`src/rtl/multi_reg_file.sv`:
```
// ---------------------------------------------------------------------------
// multi_reg_file
//   Register file of 2^ADDR words x SIZE bits with three combinational read
//   ports (A, B, C), one synchronous byte-masked write port, and a program
//   counter that is either loaded or auto-incremented by PC_STEP.
//
// Ports
//   clk        : single clock, all state changes on the rising edge
//   Rst        : synchronous active-high reset (clears registers and PC)
//   M[3:0]     : byte write mask (bit i enables byte i of W_Data)
//   M[4]       : PC auto-increment enable
//   Write_PC   : load PC from PC_New (takes priority over auto-increment)
//   PC_New     : value loaded into PC
//   Write_Reg  : register write enable
//   R_Addr_A/B/C, R_Data_A/B/C : independent combinational read ports
//   W_Addr, W_Data             : write port address / data
//   PC         : current program counter
//
// There is no valid/ready handshake on this block: every input is sampled
// on every rising clk edge, and every output is a continuous function of
// current state and read addresses.
// ---------------------------------------------------------------------------
module multi_reg_file #(
  parameter int ADDR    = 4,
  parameter int SIZE    = 32,
  parameter int PC_STEP = 4
) (
  input  logic            clk,
  input  logic            Rst,
  input  logic [4:0]      M,
  input  logic            Write_PC,
  input  logic [SIZE-1:0] PC_New,
  input  logic            Write_Reg,
  input  logic [ADDR-1:0] R_Addr_A,
  input  logic [ADDR-1:0] R_Addr_B,
  input  logic [ADDR-1:0] R_Addr_C,
  input  logic [ADDR-1:0] W_Addr,
  input  logic [SIZE-1:0] W_Data,
  output logic [SIZE-1:0] R_Data_A,
  output logic [SIZE-1:0] R_Data_B,
  output logic [SIZE-1:0] R_Data_C,
  output logic [SIZE-1:0] PC
);

  localparam int NUMB   = 2 ** ADDR;
  localparam int NBYTES = SIZE / 8;

  // Storage powers up at zero so the file reads as cleared even before the
  // first reset edge.
  logic [SIZE-1:0] regs [NUMB] = '{default: '0};
  logic [SIZE-1:0] pc_q        = '0;

  // Bit-level write mask expanded from the byte mask. Only four mask bits
  // exist in M, so any byte lanes beyond the fourth are never written.
  logic [SIZE-1:0] bit_mask;

  always_comb begin
    bit_mask = '0;
    for (int i = 0; i < NBYTES; i++) begin
      if (i < 4) begin
        bit_mask[8*i +: 8] = {8{M[i]}};
      end
    end
  end

  // Address 0 is never written, but the read side also forces zero so that
  // register 0 is zero by construction rather than by write discipline.
  always_comb begin
    R_Data_A = (R_Addr_A == '0) ? '0 : regs[R_Addr_A];
    R_Data_B = (R_Addr_B == '0) ? '0 : regs[R_Addr_B];
    R_Data_C = (R_Addr_C == '0) ? '0 : regs[R_Addr_C];
  end

  // Register array. Reads see the pre-edge contents during a write cycle;
  // there is no write-to-read bypass.
  always_ff @(posedge clk) begin
    if (Rst) begin
      for (int r = 0; r < NUMB; r++) begin
        regs[r] <= '0;
      end
    end else if (Write_Reg && (W_Addr != '0)) begin
      regs[W_Addr] <= (regs[W_Addr] & ~bit_mask) | (W_Data & bit_mask);
    end
  end

  // Program counter: load beats auto-increment; increment wraps naturally
  // at SIZE bits.
  always_ff @(posedge clk) begin
    if (Rst) begin
      pc_q <= '0;
    end else if (Write_PC) begin
      pc_q <= PC_New;
    end else if (M[4]) begin
      pc_q <= pc_q + SIZE'(PC_STEP);
    end
  end

  assign PC = pc_q;

endmodule

```
`config.mk`:
```
export PLATFORM = sky130hd
export DESIGN_NAME = multi_reg_file
export DESIGN_NICKNAME = d
export VERILOG_FILES = /design/src/rtl/multi_reg_file.sv
export SDC_FILE = /design/constraint.sdc
export NUM_CORES = 1
export LEC_CHECK = 0
export BUFFER_PORTS_ARGS = -buffer_cell sky130_fd_sc_hd__buf_2
export CAP_MARGIN = 25
export CELL_PAD_IN_SITES_DETAIL_PLACEMENT = 0
export CELL_PAD_IN_SITES_GLOBAL_PLACEMENT = 1
export CORE_MARGIN = 5
export CORE_UTILIZATION = 35
export CTS_CLUSTER_DIAMETER = 80
export DETAILED_ROUTE_END_ITERATION = 6
export GPL_TIMING_DRIVEN = 0
export MAX_ROUTING_LAYER = met4
export PLACE_DENSITY_LB_ADDON = 0.1
export REMOVE_ABC_BUFFERS = 1
export SLEW_MARGIN = 25
export SYNTH_ARGS = -nofsm -noshare
export SYNTH_HDL_FRONTEND = slang
export SYNTH_SLANG_ARGS = --single-unit
```
`constraint.sdc`:
```
create_clock -name clk -period 5 [get_ports clk]
set_clock_uncertainty 0.15 [all_clocks]
set_input_delay 0.5 -clock clk [delete_from_list [all_inputs] [get_ports clk]]
set_output_delay 0.5 -clock clk [all_outputs]
set_load 0.03 [all_outputs]
```
# Word-level counts from Yosys, hierarchy flattened
# Memories as Yosys holds them, arrays and structs flattened.
# Cells that the tools add are included.
# word_totals
regBits	32
ram_bits	512
input_bits	89
output_inout_bits	128
mem_count	1
# mem_list
name	words	width	read_ports	rd_clocked_by_memory_dff	write_ports	line	source
regs	16	32	4	0	16	50	logic [SIZE-1:0] regs [NUMB] = '{default: '0};
# classes
addsub	1
muxes	13
n_bitwise	4
reduce_logical	7
# ops
cell	count
two-way mux 32 bit	6
AND 32 bit	2
adder 32 x 3 -> 32 bit, second input constant	1
inverter 32 bit	1
OR 32 bit	1
OR reduction 32 bit	1
logical NOT 4 bit	3
two-way mux 1 bit	6
two-way mux 4 bit	1
nonzero test 4 bit	1
nonzero test 2 bit	1
logical AND 1 bit	1

# Depth between registers and ports, before layout
# logic_depth
depth_word	7
mapped_depth	9
ltp_nobuf	5

# Worst setup path before layout
# OpenSTA, ideal clock, no wires.
# synth_path
path_kind	input port to flip-flop
from	input port W_Addr[2]
to	memory regs[15][0], enable pin
setup_time_ps	388
arrival_time_ps	2358
required_ps	4462
path_slack_ps	2104
cell_stages	5
cell_sequence	clkbuf_1 > and2_1 > clkbuf_1 > clkbuf_1 > a21o_1
# synth_lines
item	line	source
start, declared	37	input logic [ADDR-1:0] W_Addr,
end, declared	50	

# Worst setup path in the final report
# layout_path
from	input port R_Addr_B[1]
to	output port R_Data_B[15]
# layout_between
elab_chain_cells	2
word_cells_on_any_way	3
classes_between	mux: 1; reduce/logical: 1; memory: 1
# layout_rtl
item	line	source
start, declared	35	input logic [ADDR-1:0] R_Addr_B,
memory (16 x 32 bit) / logical NOT 4 bit (equally long branches)	--	
two-way mux 32 bit *	70	R_Data_B = (R_Addr_B == '0) ? '0 : regs[R_Addr_B];
end, declared	40	output logic [SIZE-1:0] R_Data_B,
# Every way passes the cells marked *; elsewhere a longest branch is shown, timed or not.

==> flow_summary.ini <==
[sta]
rsz0062_at_grt = no
period_needed_ps = 3960
report.final.setup_viol = 0
timing_max_transition_violations_final = 0
max_clock_freq_ghz = 0.253
timing_worst_slew_pin_value_ps = 978
slew-limit-headroom_pct = 34.7
hold_violations = 0
layout_worst_path_cycle_share_pct = 79.2

[critical_path]
worst_path_dominant_cell_family = buffers and inverters
crit-reg2reg-launch = regs[7][15]
worst-r2r-cell-count = 4
critical_path_peak_fanout = 52
worstSetupPathDepth = 8
cp_cell_sequence = buf_8 > buf_16 > nor2b_4 > buf_16 > a221o_1 > a21oi_1 > a21oi_1 > buf_2
worstSetupPathType = in2out
cp.required_ps = 4350
cp_slowest_stage_delay_ps = 620
critical_path.endpoint_type = output pin
worstSetupStartpointType = input pin
cp.buffers_inverters = 4
worst-r2r-setup-slack_ps = 2460
slowest_stage = sky130_fd_sc_hd__nor2b_4
timing.rr.end = regs[13][15]
critPathArrivalTime_ps = 3310

[finish]
seq_area_um2 = 16000
post-route-util_pct = 41.2
multiInputGateArea_um2 = 19800
syn_to_layout_area_delta_pct = 16.7
final_nets = 3017
diodes = 0
fin_cells = 4355
stdcell_area_um2 = 42900
share_of_post_route_cells_with_drive_strength_above_1_pct = 31.7
n_fill_cell = 9646

[clock_tree]
clk_root_buffer_cell = sky130_fd_sc_hd__clkbuf_16
clk_latency_ps = 640
clk_pin_slew_worst_paths_ps = 60
cts_tree = done
clock_tree_buffer_depth = 3
htreeDepth = 3
tritoncts.num_buffers = 69
numClockSinks = 544

[worst_hold_path]
timing.hold.worst.class = in2reg
min_path_cells = 4
min-delay-start = PC_New[29]
worst_hold_path.endpoint = PC[29]

[placed_design]
gp_congestion = 0.798
placed_cells_incl_taps = 4207
detailed_place_hpwl_um = 92100
postPlaceCellArea_um2 = 40500
place.port_buffers = 216

[yosys]
syn-cell-area_um2 = 36700
netlist_instances = 2805
synth_enable_flop_cells = 512
ys_seq_area_share_pct = 43.6
netlist_top_cells_area = sky130_fd_sc_hd__edfxtp_1 42%, sky130_fd_sc_hd__mux4_2 24%, sky130_fd_sc_hd__mux2i_1 4.4%
yosysMostFrequentCell = sky130_fd_sc_hd__edfxtp_1
synth-seq-cells = 544
avgSynthCellArea_um2 = 13.1
synthArstFlopShare_pct = 0
synth.largest_area_cell = sky130_fd_sc_hd__edfxtp_1
synth_top_area_share_pct = 41.8
synthFlopType = sky130_fd_sc_hd__edfxtp_1
synth.top_cells.by_count = 512 x sky130_fd_sc_hd__edfxtp_1, 384 x sky130_fd_sc_hd__mux4_2, 379 x sky130_fd_sc_hd__nor2_1, 200 x sky130_fd_sc_hd__a21oi_1, 170 x sky130_fd_sc_hd__clkbuf_1
synth.yosys.warnings = 0
synthDistinctLibCells = 60

[floorplan]
die_w_um = 334
core-area_um2 = 104000
start_util_pct = 35.3
placement_rows = 118
die_height_um = 334
floorplan.die_area_um2 = 112000
boundaryPins = 217

[power]
comb_power_share_pct = 20.5
clock_power_share_pct = 37.0
design_power_total_mw = 12.6
share_seq_of_total_power_pct = 42.5
worst_ir_drop_on_vdd_uv = 218
switching_share_pct = 29.9
internal_power_mw = 8.87
power.density_cell_area_nw_per_um2 = 295
cellLeakagePower_nw = 14.9
power.net_switching_mw = 3.78

[run_status]
run_status = completed

[grt]
global_route.usage.total_pct = 27.3
grt_max_degree = 69
number_of_antenna_violations_at_the_first_check_in_global_routing = 0
grt_pass1_wl_um = 214000
gr-total-overflow = 0
first_global_vias = 28900

[routing]
wirelength_um = 152000
drt_iter0_markers = 3054
via_to_cell_ratio = 6.49
drc = 0
wl_per_cell_um = 34.8
antenna_left = 0
drt_pass1_iterations = 5
vias = 28300

[flow_run]
cap_viol_max_count = 0
-- through the flow --
stage               hold slack, ps  worst slack, ps  setup TNS (ps)
floorplan                      419              771               0
global placement               326            -7930        -5407090
detailed placement             337              601               0
CTS                           2.62             1060               0
global route                  22.4             1020               0
finish                        46.1             1040               0
-- placed cells by master (no fill, tap or decap), types with 47 or more instances in the layout --
master                      instances
sky130_fd_sc_hd__edfxtp_1         512
sky130_fd_sc_hd__mux4_2           384
sky130_fd_sc_hd__nor2_1           376
sky130_fd_sc_hd__a21oi_1          200
sky130_fd_sc_hd__buf_2            199
sky130_fd_sc_hd__mux2i_1          163
sky130_fd_sc_hd__nor3_1           142
sky130_fd_sc_hd__nand2b_1         110
sky130_fd_sc_hd__mux2_2            96
sky130_fd_sc_hd__a221o_1           96
sky130_fd_sc_hd__clkbuf_16         71
sky130_fd_sc_hd__buf_16            47
-- what timing repair did --
| item | in CTS | in global routing |
|---|---|---|
| setup buffers | 0 | 0 |
| hold endpoints to repair | 29 | 0 |
| hold buffers | 29 | 0 |
| endpoints found under the setup margin | 0 | 0 |
| resized for setup | 0 | 0 |
-- state kept, by name, summed over array words and instances, names as in the netlist --
register and count:
PC 32, regs 512
-- power by group through the flow --
stage / Clock (mW) / Combinational (mW) / Sequential (mW)
detailed placement: 0 / 2.57 / 5.46
global route: 4.96 / 2.71 / 5.39
global placement: 0 / 2.52 / 5.45
CTS: 4.79 / 2.60 / 5.36
finish: 4.68 / 2.59 / 5.37
floorplan: 0 / 1.35 / 5.43
-- worst max-delay path by stage --
stage | from | end | slack (ps)
4_1_cts | R_Addr_B[1] | R_Data_B[15] | 1060
5_1_grt | R_Addr_B[1] | R_Data_B[15] | 1020
2_1_floorplan | W_Addr[2] | regs[10][0] | 770
3_5_place_dp | W_Addr[1] | regs[2][24] | 600
6_report | R_Addr_B[1] | R_Data_B[15] | 1040
3_3_place_gp | W_Addr[2] | regs[6][2] | -7930
-- worst reg2reg max path, stage by stage, from the launching register on --
cell and delay [ps]:
sky130_fd_sc_hd__edfxtp_1 410, sky130_fd_sc_hd__mux4_2 500, sky130_fd_sc_hd__a22o_1 250, sky130_fd_sc_hd__a211oi_2 810
sky130_fd_sc_hd__nor4_1 110
-- logic make-up after synthesis --
| logic type | share of synthesized area [%] |
|---|---|
| compound gates | 10.5 |
| xor+xnor | 0.238 |
| buf+inv | 3.64 |
| simple gates | 11.1 |
| flops | 43.6 |
| other cells | 0.0102 |
| mux | 30.9 |
| fa+ha+maj | 0.0341 |
-- routing by layer --
| layer | routed length (µm) | track usage (%) | vias to the layer above |
|---|---|---|---|
| met1 | 60500 | 35.0 | 14900 |
| met4 | 5600 | 9.42 | 0 |
| met3 | 11600 | 3.70 | 330 |
| met5 | 0 | - | - |
| li1 | - | - | 11600 |
| met2 | 74000 | 44.9 | 1488 |
-- area by class of cell --
cell class,count,area share [%]
Clock buffer,94,4.35
Clock inverter,25,0.400
Inverter,8,0.0701
Multi-Input combinational cell,1986,46.1
Sequential cell,544,37.4
Tap cell,1380,4.03
Timing Repair Buffer,318,7.69
No activity file was read; power rests on OpenSTA's default activity.
